File: src/rtl/pdp8_pkg.sv
// pdp8_pkg: constants and types shared by the PDP-8 memory subsystem.
//   - PDP8_AW / PDP8_DW : core memory address / data widths (4K x 12)
//   - GNT_*             : GRANT encoding (owner of the current memory cycle)
//   - arb_state_e       : memory cycle FSM states
package pdp8_pkg;

    localparam int PDP8_AW = 12;
    localparam int PDP8_DW = 12;

    localparam logic [1:0] GNT_NONE = 2'd0;
    localparam logic [1:0] GNT_CPU  = 2'd1;
    localparam logic [1:0] GNT_DMA  = 2'd2;
    localparam logic [1:0] GNT_PNL  = 2'd3;

    typedef enum logic [1:0] {
        ST_IDLE  = 2'd0,
        ST_ISSUE = 2'd1,
        ST_WAIT  = 2'd2,
        ST_ACK   = 2'd3
    } arb_state_e;

endpackage

File: src/rtl/mem_cycle_timer.sv
// mem_cycle_timer: loadable down-counter that times the WAIT phase.
//   CLK, RESET : clock, synchronous active-high reset
//   load       : preload the counter (asserted during ISSUE)
//   run        : counting enable (asserted during WAIT)
//   done       : high in the last WAIT cycle, i.e. after LAT cycles of run
module mem_cycle_timer #(
    parameter int LAT = 2
) (
    input  logic CLK,
    input  logic RESET,
    input  logic load,
    input  logic run,
    output logic done
);

    logic [2:0] cnt;

    // Loaded with LAT-1 so that the count hits zero in the LAT-th WAIT cycle.
    always_ff @(posedge CLK) begin
        if (RESET)
            cnt <= 3'd0;
        else if (load)
            cnt <= 3'(LAT - 1);
        else if (run && cnt != 3'd0)
            cnt <= cnt - 3'd1;
    end

    assign done = run && (cnt == 3'd0);

endmodule

File: src/rtl/mem_arbiter.sv
// mem_arbiter: single-port core memory arbiter / cycle controller.
// Requesters: CPU, data-break (DMA) and, with PANEL_PORT_EN defined, the
// front panel (PNL_* ports). Priority DMA > PNL > CPU, except that the CPU
// wins once CPU_MAX_SKIP non-CPU grants were made while it was waiting.
// Each access runs IDLE -> ISSUE -> WAIT (MEM_LAT cycles) -> ACK.
//   CLK, RESET               : clock, synchronous active-high reset
//   <R>_REQ/_WE/_ADDR/_WDATA : requester inputs, held stable until <R>_ACK
//   <R>_ACK                  : one-cycle completion pulse
//   RDATA                    : read data, valid in the ACK cycle
//   MEM_EN/_WE/_ADDR/_WDATA  : memory strobe and latched request
//   MEM_RDATA                : memory read data, valid MEM_LAT cycles after MEM_EN
//   GRANT                    : current owner (GNT_* encoding), BUSY : not IDLE
// Build option: PANEL_PORT_EN adds the front-panel requester.
module mem_arbiter
    import pdp8_pkg::*;
#(
    parameter int AW           = PDP8_AW,
    parameter int DW           = PDP8_DW,
    parameter int MEM_LAT      = 2,
    parameter int CPU_MAX_SKIP = 2
) (
    input  logic          CLK,
    input  logic          RESET,
    input  logic          CPU_REQ,
    input  logic          CPU_WE,
    input  logic [AW-1:0] CPU_ADDR,
    input  logic [DW-1:0] CPU_WDATA,
    output logic          CPU_ACK,
    input  logic          DMA_REQ,
    input  logic          DMA_WE,
    input  logic [AW-1:0] DMA_ADDR,
    input  logic [DW-1:0] DMA_WDATA,
    output logic          DMA_ACK,
`ifdef PANEL_PORT_EN
    input  logic          PNL_REQ,
    input  logic          PNL_WE,
    input  logic [AW-1:0] PNL_ADDR,
    input  logic [DW-1:0] PNL_WDATA,
    output logic          PNL_ACK,
`endif
    output logic [DW-1:0] RDATA,
    output logic          MEM_EN,
    output logic          MEM_WE,
    output logic [AW-1:0] MEM_ADDR,
    output logic [DW-1:0] MEM_WDATA,
    input  logic [DW-1:0] MEM_RDATA,
    output logic [1:0]    GRANT,
    output logic          BUSY
);

    localparam int SKW = $clog2(CPU_MAX_SKIP + 2);
    localparam logic [SKW-1:0] SKIP_MAX = SKW'(CPU_MAX_SKIP);

    // Without the panel the PNL requester is tied off, so one arbitration
    // path serves both builds and GNT_PNL can never be selected.
    logic          pnl_req, pnl_we;
    logic [AW-1:0] pnl_addr;
    logic [DW-1:0] pnl_wdata;
`ifdef PANEL_PORT_EN
    assign pnl_req   = PNL_REQ;
    assign pnl_we    = PNL_WE;
    assign pnl_addr  = PNL_ADDR;
    assign pnl_wdata = PNL_WDATA;
`else
    assign pnl_req   = 1'b0;
    assign pnl_we    = 1'b0;
    assign pnl_addr  = '0;
    assign pnl_wdata = '0;
`endif

    arb_state_e     state, state_nxt;
    logic [SKW-1:0] skip;
    logic           we_q;
    logic           tmr_done;
    logic [1:0]     gnt_nxt;
    logic           sel_we;
    logic [AW-1:0]  sel_addr;
    logic [DW-1:0]  sel_wdata;
    logic           cpu_force;
    logic           grant_now;
    logic           ack_now;

    // Anti-starvation: a waiting CPU overrides priority once skip saturates.
    assign cpu_force = CPU_REQ && (skip == SKIP_MAX);

    always_comb begin
        gnt_nxt = GNT_NONE;
        if (cpu_force)    gnt_nxt = GNT_CPU;
        else if (DMA_REQ) gnt_nxt = GNT_DMA;
        else if (pnl_req) gnt_nxt = GNT_PNL;
        else if (CPU_REQ) gnt_nxt = GNT_CPU;
    end

    always_comb begin
        sel_we    = CPU_WE;
        sel_addr  = CPU_ADDR;
        sel_wdata = CPU_WDATA;
        case (gnt_nxt)
            GNT_DMA: begin
                sel_we    = DMA_WE;
                sel_addr  = DMA_ADDR;
                sel_wdata = DMA_WDATA;
            end
            GNT_PNL: begin
                sel_we    = pnl_we;
                sel_addr  = pnl_addr;
                sel_wdata = pnl_wdata;
            end
            default: ;
        endcase
    end

    assign grant_now = (state == ST_IDLE) && (gnt_nxt != GNT_NONE);
    assign ack_now   = (state == ST_WAIT) && tmr_done;

    always_comb begin
        state_nxt = state;
        case (state)
            ST_IDLE:  if (grant_now) state_nxt = ST_ISSUE;
            ST_ISSUE: state_nxt = ST_WAIT;
            ST_WAIT:  if (tmr_done) state_nxt = ST_ACK;
            ST_ACK:   state_nxt = ST_IDLE;
            default:  state_nxt = ST_IDLE;
        endcase
    end

    mem_cycle_timer #(.LAT(MEM_LAT)) u_timer (
        .CLK   (CLK),
        .RESET (RESET),
        .load  (state == ST_ISSUE),
        .run   (state == ST_WAIT),
        .done  (tmr_done)
    );

    // Every output is a register loaded from next-state decisions, so no
    // requester input reaches an output within the same cycle.
    always_ff @(posedge CLK) begin
        if (RESET) begin
            state     <= ST_IDLE;
            skip      <= '0;
            we_q      <= 1'b0;
            GRANT     <= GNT_NONE;
            BUSY      <= 1'b0;
            MEM_EN    <= 1'b0;
            MEM_WE    <= 1'b0;
            MEM_ADDR  <= '0;
            MEM_WDATA <= '0;
            RDATA     <= '0;
            CPU_ACK   <= 1'b0;
            DMA_ACK   <= 1'b0;
`ifdef PANEL_PORT_EN
            PNL_ACK   <= 1'b0;
`endif
        end else begin
            state  <= state_nxt;
            BUSY   <= (state_nxt != ST_IDLE);
            MEM_EN <= grant_now;
            MEM_WE <= grant_now && sel_we;

            if (grant_now) begin
                GRANT     <= gnt_nxt;
                we_q      <= sel_we;
                MEM_ADDR  <= sel_addr;
                MEM_WDATA <= sel_wdata;
                if (gnt_nxt == GNT_CPU || !CPU_REQ)
                    skip <= '0;
                else if (skip != SKIP_MAX)
                    skip <= skip + 1'b1;
            end else if (state == ST_ACK) begin
                GRANT <= GNT_NONE;
            end

            CPU_ACK <= ack_now && (GRANT == GNT_CPU);
            DMA_ACK <= ack_now && (GRANT == GNT_DMA);
`ifdef PANEL_PORT_EN
            PNL_ACK <= ack_now && (GRANT == GNT_PNL);
`endif

            // Only reads update RDATA; a write leaves the last read visible.
            if (ack_now && !we_q)
                RDATA <= MEM_RDATA;
        end
    end

endmodule

File: config.mk
export PLATFORM = sky130hd
export DESIGN_NAME = mem_arbiter
export DESIGN_NICKNAME = d
export VERILOG_FILES = /design/src/rtl/pdp8_pkg.sv /design/src/rtl/mem_cycle_timer.sv /design/src/rtl/mem_arbiter.sv
export SDC_FILE = /design/constraint.sdc
export NUM_CORES = 1
export LEC_CHECK = 0
export CAP_MARGIN = 20
export CORE_ASPECT_RATIO = 1.2
export CORE_UTILIZATION = 43
export CTS_CLUSTER_SIZE = 14
export DETAILED_ROUTE_END_ITERATION = 10
export PLACE_DENSITY = 0.83
export SLEW_MARGIN = 20
export SYNTH_ARGS = -nofsm -noshare
export SYNTH_HDL_FRONTEND = slang
export SYNTH_HIERARCHICAL = 1
export SYNTH_SLANG_ARGS = --single-unit
File: constraint.sdc
create_clock -name CLK -period 2.4 [get_ports CLK]
set_input_delay 0.72 -clock CLK [delete_from_list [all_inputs] [get_ports CLK]]
set_output_delay 0.72 -clock CLK [all_outputs]
set_load 0.02 [all_outputs]
---- Yosys cells after proc, flatten, opt, wreduce, memory -nomap -nowiden ----
Cells that the tools add are included.
word-level totals
  bits of input ports ..................... 66
  logic and storage cells ................. 63
  flip-flop bits (word level) ............. 51
cells by class
  $add $sub $neg .......................... 2
  equal/unequal tests ..................... 10
  mux-type cells .......................... 15
  reductions and logical operators ........ 22
operator list
  operator             count
  $pmux 12 s2          2
  $mux 2               8
  $eq 2x2->1 const B   6
  $reduce_bool 2->1    5
  $logic_and 1x1->1    9
  $pmux 2 s4           1
  $eq 2x1->1 const B   3
  $logic_not 3->1      1
  $mux 1               3
  $reduce_bool 3->1    1
  $sub 3x1->3 const B  1
  $add 2x1->2 const B  1
  $logic_not 1->1      2
  $logic_not 2->1      1
  $ne 2x2->1 const B   1
  $pmux 1 s2           1
  $reduce_and 2->1     1
  $reduce_or 2->1      1
  $logic_or 1x1->1     1

---- Depth between registers and ports, before layout ----
Gate-level depths: netlist of run 1.
  depth after elaboration ................. 8
  gate-level depth with buffers ........... 8

---- Modules after synthesis ----
The synthesis of run 1 kept the hierarchy.
modules (own cells, without submodules)
  module           cells an instance  area an instance (um^2)  sequential area each (um^2)  instances
  mem_arbiter      225                2,008.2                  960.9                        1
  mem_cycle_timer  20                 181.4                    60.1                         1

---- Least setup slack after synthesis of run 1 ----
OpenSTA, ideal clock, no wires.
  kind .................................... reg-to-reg
  start point ............................. register state[0]
  end point ............................... register RDATA[0]
  cell stages (with the launch flop) ...... 9
  arrival time ............................ 1.391 ns
  required time ........................... 2.272 ns
  path slack .............................. 0.881 ns
  cells stage by stage .................... dfxtp_1 > inv_1 > ha_1 > inv_1 > nor2_1 > nand3b_1 > buf_4 > mux2i_1 > nor2_1
on the way
  cells in the longest elaborated chain, start to end .. 4
ends and longest elaborated chain
  element                   RTL line               text
  start: declaration        mem_arbiter.sv:71      arb_state_e state, state_nxt;
  start signal: assignment  mem_arbiter.sv:155     state <= state_nxt;
  $eq 2x2->1                mem_arbiter.sv:131     .run (state == ST_WAIT),
  $logic_and 1x1->1         mem_cycle_timer.sv:28  assign done = run && (cnt == 3'd0);
  via tmr_done              mem_arbiter.sv:74      logic tmr_done;
  $logic_and 1x1->1         mem_arbiter.sv:114     assign ack_now = (state == ST_WAIT) && tmr_done;
  $logic_and 1x1->1         mem_arbiter.sv:180     if (ack_now && !we_q)
  end signal: assignment    mem_arbiter.sv:148     RDATA <= '0;
  end signal: assignment    mem_arbiter.sv:181     RDATA <= MEM_RDATA;
  end: declaration          mem_arbiter.sv:41      output logic [DW-1:0] RDATA,
The timed path passes the listed nets, and every way through them passes these cells.
A chain may end at the register's enable or synchronous reset.

---- Worst setup path in the final report of run 1 ----
  start point ............................. register GRANT[1]
  end point ............................... output GRANT[1]
RTL lines
  element                   RTL line            text
  start: declaration        mem_arbiter.sv:47   output logic [1:0] GRANT,
  start signal: assignment  mem_arbiter.sv:161  GRANT <= gnt_nxt;
No word-level cell between the ends.

==> results of run 1 <==
[layer usage]
metal | track usage (%) | vias up | share of wire [%]
met2 | 39.2 | 86 | 52
met1 | 23.8 | 1002 | 38
met5 | 0 | - | 0
met3 | 9.38 | 6 | 9.4
li1 | - | 1052 | -
met4 | 7.45 | 0 | 1.2
[placed cells by master (no fill, tap or decap), types with 7 or more instances in the layout]
| cell type | count |
|---|---|
| clkdlybuf4s50_1 | 108 |
| inv_1 | 8 |
| o21ai_0 | 26 |
| mux2i_1 | 14 |
| a21oi_1 | 49 |
| ha_1 | 7 |
| nand2_1 | 30 |
| dfxtp_1 | 51 |
| clkbuf_8 | 7 |
| nor2_1 | 16 |
[final cells by class]
type                    instances  share of cell area [%]
repair buffers                115                    34.3
flip-flops and latches         51                    29.9
multi-input cells             171                    29.7
clock buffers                   7                    2.82
well taps                      60                    2.20
inverters                       8                   0.879
clock inverters                 1                   0.220
[cells by family after synthesis]
logic type / count (synthesis)
AO/OA/AOI/OAI: 86
multiplexers: 14
AND/OR/NAND/NOR: 64
flip-flops: 51
buffers and inverters: 23
adder cells (fa/ha/maj): 7
[registers in the layout (all words and copies together), names as in the netlist, 2 cells and up]
name,flops
state,2
MEM_WDATA,12
skip,2
RDATA,12
GRANT,2
MEM_ADDR,12
u_timer/cnt,3
[power groups by stage]
stage,logic [W],registers (W),clock network [W]
floorplan,0.000543,0.00131,0
global placement,0.00122,0.00113,0
detailed placement,0.00124,0.00114,0
CTS,0.00125,0.00112,0.000558
global route,0.00135,0.00114,0.000589
finish,0.00124,0.00112,0.000546
[stage by stage]
step	util [%]	total power (W)
2_1_floorplan	-	0.00185
3_3_place_gp	67.6	0.00235
3_5_place_dp	67.6	0.00238
4_1_cts	69.7	0.00293
5_1_grt	69.7	0.00308
6_report	69.7	0.00291
[worst max path at each step]
stage                                      from  cells after the start  slack [ns]                    end
after floorplan             state[0]$_SDFF_PP0_                      8        0.88  RDATA[0]$_SDFFE_PP0P_
after global placement                  CPU_REQ                      4        0.34      we_q$_SDFFE_PP0P_
after detailed placement                CPU_REQ                      4        0.26      we_q$_SDFFE_PP0P_
after CTS                 GRANT[1]$_SDFFE_PP0P_                      1        0.37               GRANT[1]
after global routing      GRANT[1]$_SDFFE_PP0P_                      1        0.31               GRANT[1]
final                     GRANT[1]$_SDFFE_PP0P_                      1        0.38               GRANT[1]
==> out/metrics.yaml, run 1 <==
layout:
  layout.cells.non_filler: 413
  drive_above_1_share_pct: 6.52
  diodes: 0
  nNetsFinal: 425
  n_fill_cell: 407
  final-seq-area_um2: 1020
  multiInputGateArea_um2: 1020
  postLayoutCellArea_um2: 3420
  areaGrowthSynthToFinish_pct: 56.1
timing:
  finalSetupViolCount: 0
  finalHoldViolCount: 0
  min_period_ns: 2.02
  fin_setup_tns_ns: 0
  fin_worst_skew_ns: 0.0116
  max-slew-margin-rel_pct: 68.3
  grt_setup_unrepaired: "false"
  slew_viol_final: 0
  whs_ns: 0.470
  fin_ws_ns: 0.382
  worstMarginPinSlew_ns: 0.469
  timing.fmax_mhz: 495
  fin_crit_sh_pct: 84.1
clock_network:
  ctsHoldBuffers: 0
  root_buffer: "clkbuf_8"
  cts_buffer_depth: 2
  htreeDepth: 2
  clock_latency_ns: 0.30
  clk_pin_slew_ns: 0.08
  cts_buffers: 5
  tritoncts: "built"
  postCtsSetupRepairBufs: 0
  cts-resized-gates: 0
  clock-sinks: 51
yosys:
  synthTopCellsByArea: "dfxtp_1, a21oi_1, mux2i_1"
  synth-edff-count: 0
  yosysTopAreaCell: "dfxtp_1"
  synth.top_cells.by_count: "dfxtp_1, a21oi_1, nand2_1"
  ys_ff_latch: 51
  synth_most_common_cell: "dfxtp_1"
  synthArstFlopShare_pct: 0
  yosysWarnings: 6
  synthMuxAreaShare_pct: 6.40
  yosysSeqAreaShare_pct: 46.6
  synth-xor-area-share_pct: 0
  synth-adder-area-share_pct: 4.00
  synth_top_area_share_pct: 46.6
  synth_nets: 318
  synth_top_family_by_area: "compound AO/OA/AOI/OAI gates"
  netlist_area_um2: 2190
  syn_inst: 245
  synth_area_per_cell_um2: 8.94
  synth_top_flop_cell: "dfxtp_1"
  yosys.area_share.simple_pct: 13.9
  ys_types: 31
  synth_compound_area_share_pct: 22.1
global_route:
  grt_first_pass_wirelength_mm: 9.22
  antenna_found_initial: 0
  first_global_vias: 2094
  grt_max_degree: 27
  overflow: 0
  track_usage_pct: 22.5
setup_path:
  r2r_start: "state[0]$_SDFF_PP0_"
  reg2regPathDepth: 8
  slowest_stage: "clkdlybuf4s50_1"
  criticalPathCategory: "register to output pin"
  crit_family: "buffers and inverters"
  critPathRequiredTime_ns: 1.68
  path_cells: "clkdlybuf4s50_1"
  cp.arrival_ns: 1.30
  slowest_delay_ns: 0.62
  rr_endpoint: "RDATA[7]$_SDFFE_PP0P_"
  crit_buf_inv: 1
  endpoint_kind: "output pin"
  cp_max_fo: 4
  cp-start-kind: "register"
  r2r_slack_ns: 0.74
power_and_ir_drop:
  ir_worst_vdd_mv: 0.513
  p_comb_share_pct: 42.7
  switching_share_pct: 35.3
  p_switching_w: 0.00103
  p_leak_nw: 1.40
  powerDensity_nw_per_um2: 851
  p_seq_share_pct: 38.5
  p_int_w: 0.00188
  clkPwrFrac_pct: 18.8
floorplan:
  dieHeight_um: 80.2
  ios: 109
  die_area_um2: 5380
  fp-row-count: 28
  core_area_um2: 4900
  floorplan.initialDensity_pct: 44.6
  die_x_um: 67.1
detailed_routing:
  drc: 0
  routed_via_density: 5.20
  wl_per_cell_um: 13.9
  vias: 2146
  routed_wirelength_mm: 5.72
  drtAntennaViolNets: 0
  drt_iter0_markers: 105
  drtPass1Iterations: 4
worst_hold_path:
  hold_path_class: "register to register"
  hold_path_end: "DMA_ACK$_SDFF_PP0_"
  worstHoldStart: "GRANT[0]$_SDFFE_PP0P_"
  whs_path_depth: 1
placed_design:
  dp_cells: 405
  post_dp_cell_area_um2: 3310
  gp_congestion: 0.805
  dp_hpwl_mm: 4.13
  io_buffers: 108
  dpl_worst_slack_ns: 0.263
outcome:
  status: "finished, final reports clean"
run:
  maxCapViolations: 0
Note: power is estimated with default switching activity, not from simulation.
==> run 2: changes to the inputs <==
- CORE_UTILIZATION: 43 -> 40
- PLACE_DENSITY: 0.83 -> 0.78
- clock period: 2.4 -> 1.9 ns (I/O delays scaled with it)
==> run 2 against run 1 <==
Compared with the run above:
- sequential share of layout area fell by 0.17 points
- clock power rose by 35%
- critical endpoint is now MEM_ADDR[2]
- first-iteration DRC count fell by 34%
- register-to-register slack got worse by 0.46 ns
- design area rose by 0.59%
- combinational power rose by 24%
- wire length fell by 2.4%
- critical path depth did not move
- critical path type unchanged
- die area rose by 7.3%
- largest power group unchanged
==> out/metrics.yaml, run 2 (synthesis results as in run 1) <==
setup_path:
  path_cells: "clkdlybuf4s50_1"
  critPathRequiredTime_ns: 1.33
  slowest_delay_ns: 0.61
  crit_family: "buffers and inverters"
  cp_max_fo: 2
  slowest_stage: "clkdlybuf4s50_1"
  crit_buf_inv: 1
  criticalPathCategory: "register to output pin"
  endpoint_kind: "output pin"
  cp-start-kind: "register"
  cp.arrival_ns: 1.29
timing:
  grt_setup_unrepaired: "false"
  finalSetupViolCount: 0
  worstMarginPinSlew_ns: 0.426
  slew_viol_final: 0
  max-slew-margin-rel_pct: 71.2
  fin_setup_tns_ns: 0
  fin_worst_skew_ns: 0.00721
  timing.fmax_mhz: 538
  fin_crit_sh_pct: 97.8
  finalHoldViolCount: 0
  min_period_ns: 1.86
detailed_routing:
  routed_via_density: 5.19
  routed_wirelength_mm: 5.59
  drtPass1Iterations: 4
  wl_per_cell_um: 13.4
  drc: 0
  vias: 2164
  wl_met2_mm: 2.69
  wl_met1_mm: 2.31
  drtAntennaViolNets: 0
  wl_met3_um: 455
  top_layer_used: "met4"
  drt_iter0_markers: 69
layout:
  final-seq-area_um2: 1020
  nNetsFinal: 428
  postLayoutCellArea_um2: 3440
  n_fill_cell: 452
  multiInputGateArea_um2: 1020
  top_regs: "MEM_ADDR x12, MEM_WDATA x12, RDATA x12"
  final_cell_mix: "clkdlybuf4s50_1, dfxtp_1, a21oi_1"
  diodes: 0
  drive_above_1_share_pct: 7.04
  areaGrowthSynthToFinish_pct: 57.0
  final_common_cell: "clkdlybuf4s50_1"
clock_network:
  clock-sinks: 51
  root_buffer: "clkbuf_8"
  cts-resized-gates: 0
  postCtsSetupRepairBufs: 0
  cts_buffers: 5
  htreeDepth: 2
  cts_buffer_depth: 2
  ctsHoldBuffers: 0
  clock_latency_ns: 0.31
  clk_pin_slew_ns: 0.09
  tritoncts: "built"
placed_design:
  gp_congestion: 0.760
  dp_hpwl_mm: 4.06
  io_buffers: 108
  post_dp_cell_area_um2: 3330
global_route:
  overflow: 0
  grt_first_pass_wirelength_mm: 9.39
  track_usage_pct: 20.1
  antenna_found_initial: 0
  grt_max_degree: 27
  first_global_vias: 2148
floorplan:
  floorplan.initialDensity_pct: 41.3
  ios: 109
  fp-row-count: 29
  die_x_um: 69.5
  die_area_um2: 5780
  dieHeight_um: 83.1
  core_area_um2: 5300
power_and_ir_drop:
  p_leak_nw: 1.44
  ir_worst_vdd_mv: 0.585
  total_power_w: 0.00369
  powerDensity_nw_per_um2: 1070
worst_hold_path:
  hold_path_class: "register to register"
run:
  maxCapViolations: 0
outcome:
  status: "finished, final reports clean"
## run 2: layer usage
metal	up-vias	track usage, %
li1	1059	-
met1	1018	21.5
met2	74	35.0
met3	13	7.52
met4	0	8.53
met5	-	0
## run 2: final timing paths
path	startpoint	slack (ns)	cells past startpoint	to
worst min-delay path	GRANT[0]$_SDFFE_PP0P_	0.45	1	DMA_ACK$_SDFF_PP0_
worst max register to register	state[0]$_SDFF_PP0_	0.28	8	RDATA[7]$_SDFFE_PP0P_
worst max-delay path	MEM_ADDR[2]$_SDFFE_PP0P_	0.04	1	MEM_ADDR[2]
worst min register to register	GRANT[0]$_SDFFE_PP0P_	0.45	1	DMA_ACK$_SDFF_PP0_
## run 2: cell type report
type | instances | area share, %
clock inverters | 2 | 1.09
repair buffers | 118 | 34.5
inverters | 8 | 0.874
clock buffers | 5 | 2.00
multi-input cells | 171 | 29.6
well taps | 62 | 2.26
flip-flops and latches | 51 | 29.7
## run 2: through the flow
| stage | setup slack, ns | hold WS (ns) | utilization (%) | cells |
|---|---|---|---|---|
| 6_report | 0.0411 | 0.449 | 64.9 | 417 |
| 5_1_grt | 0.00401 | 0.493 | 64.9 | 417 |
| 2_1_floorplan | 0.381 | 0.432 | - | 245 |
| 4_1_cts | 0.00931 | 0.459 | 64.8 | 417 |
| 3_3_place_gp | -0.0239 | 0.437 | 62.8 | 410 |
| 3_5_place_dp | -0.0669 | 0.443 | 62.8 | 410 |
## run 2: report_power, final
group	switching, W	internal [W]
clock	0.000350	0.000385
sequential	0.000120	0.00130
combinational	0.000812	0.000728
==> run 3: changes to the inputs <==
- PLACE_DENSITY: 0.78 -> 0.8
==> run 3 against run 2 <==
Compared with the run above:
- design area about the same
- register-to-register slack got worse by 0.07 ns
- critical path depth unchanged
- sequential power barely moved
- sequential share of layout area about the same
- first-iteration DRC count increased by 14%
- clock-buffer cell count grew 3
- clock skew shrank 0.0039 ns
- via count shrank 2.4%
- die area unchanged
- critical endpoint is now GRANT[0]
==> out/metrics.yaml, run 3 (synthesis results as in run 1) <==
outcome:
  status: "finished, final reports clean"
detailed_routing:
  routed_via_density: 5.08
  drt_iter0_markers: 79
  drtPass1Iterations: 4
  vias: 2112
  routed_wirelength_mm: 5.57
  wl_per_cell_um: 13.4
  drtAntennaViolNets: 0
  drc: 0
clock_network:
  postCtsSetupRepairBufs: 0
  cts_buffers: 5
  clock_latency_ns: 0.29
  root_buffer: "clkbuf_8"
  cts_buffer_depth: 2
  cts-resized-gates: 0
  tritoncts: "built"
  clock-sinks: 51
  clk_pin_slew_ns: 0.09
  ctsHoldBuffers: 0
  htreeDepth: 2
floorplan:
  die_area_um2: 5780
  dieHeight_um: 83.1
  ios: 109
  floorplan.initialDensity_pct: 41.3
  fp-row-count: 29
  core_area_um2: 5300
  die_x_um: 69.5
layout:
  top_regs: "MEM_ADDR x12, MEM_WDATA x12, RDATA x12"
  final_cell_mix: "clkdlybuf4s50_1, dfxtp_1, a21oi_1"
  n_fill_cell: 450
  areaGrowthSynthToFinish_pct: 57.0
  multiInputGateArea_um2: 1020
  final_common_cell: "clkdlybuf4s50_1"
  diodes: 0
  nNetsFinal: 426
  drive_above_1_share_pct: 6.50
  postLayoutCellArea_um2: 3440
  final-seq-area_um2: 1020
global_route:
  grt_first_pass_wirelength_mm: 9.09
  antenna_found_initial: 0
  track_usage_pct: 19.3
  grt_max_degree: 29
  overflow: 0
  first_global_vias: 2152
power_and_ir_drop:
  p_leak_nw: 1.43
  ir_worst_vdd_mv: 0.594
  powerDensity_nw_per_um2: 1060
  total_power_w: 0.00364
timing:
  timing.fmax_mhz: 546
  fin_worst_skew_ns: 0.00334
  fin_crit_sh_pct: 96.3
  min_period_ns: 1.83
  finalSetupViolCount: 0
  finalHoldViolCount: 0
  worstMarginPinSlew_ns: 0.418
  grt_setup_unrepaired: "false"
  max-slew-margin-rel_pct: 71.8
  slew_viol_final: 0
worst_hold_path:
  hold_path_class: "register to register"
setup_path:
  path_cells: "clkdlybuf4s50_1"
  crit_family: "buffers and inverters"
  critPathRequiredTime_ns: 1.33
  crit_buf_inv: 1
  cp-start-kind: "register"
  cp_max_fo: 3
  slowest_stage: "clkdlybuf4s50_1"
  slowest_delay_ns: 0.61
  criticalPathCategory: "register to output pin"
  cp.arrival_ns: 1.26
  endpoint_kind: "output pin"
placed_design:
  dp_hpwl_mm: 4.03
  gp_congestion: 0.724
  post_dp_cell_area_um2: 3340
  io_buffers: 108
run:
  maxCapViolations: 0
run 3: cell types whose count changed in the layout (fill, tap and decap cells not counted), sizes merged:
cell / change
buf: -2
bufinv: -1
clkbuf: +3
clkdlybuf4s50: +1
dlymetal6s2s: -1
clkinvlp: -1
run 3: metrics by stage:
step                util, %  setup TNS (ns)  worst slack [ns]  cells  hold WS, ns
floorplan                 -               0             0.381    245        0.432
global placement       63.0         -0.0840           -0.0165    408        0.436
detailed placement     63.0          -0.571           -0.0399    408        0.442
CTS                    64.9               0          0.000265    416        0.456
global route           64.9               0           0.00345    416        0.482
finish                 64.9               0            0.0698    416        0.453
run 3: area by class of cell:
| class | instances | share of cell area, % |
|---|---|---|
| Sequential cell | 51 | 29.7 |
| Timing Repair Buffer | 116 | 34.7 |
| Multi-Input combinational cell | 171 | 29.5 |
| Clock buffer | 8 | 2.91 |
| Inverter | 8 | 0.873 |
| Tap cell | 62 | 2.26 |
run 3: power breakdown:
group,total [W],internal [W],switching (W),leakage [nW]
registers,0.00142,0.00130,0.000124,0.419
logic,0.00156,0.000741,0.000814,0.959
clock network,0.000664,0.000333,0.000331,0.0515
total,0.00364,0.00237,0.00127,1.43
run 3: worst paths after layout:
path,start,end,slack [ns],depth (start not counted)
max,GRANT[0]$_SDFFE_PP0P_,GRANT[0],0.07,1
min,GRANT[0]$_SDFFE_PP0P_,DMA_ACK$_SDFF_PP0_,0.45,1
max reg2reg,state[0]$_SDFF_PP0_,RDATA[4]$_SDFFE_PP0P_,0.21,8
min reg2reg,GRANT[0]$_SDFFE_PP0P_,DMA_ACK$_SDFF_PP0_,0.45,1
run 3: per-layer routing:
metal,track usage [%],vias up,share of wire (%)
met5,0,-,0
li1,-,1058,-
met4,5.19,0,0.41
met3,4.49,2,5.9
met2,35.9,64,52
met1,21.5,988,42
run 3: worst register-to-register path, stage by stage (launching register included):
cell and delay (ns):
dfxtp_1 0.37, inv_1 0.10, ha_1 0.29, inv_1 0.09
nor2_1 0.19, nand3b_1 0.15, buf_12 0.18, mux2i_1 0.17
nor2_1 0.05
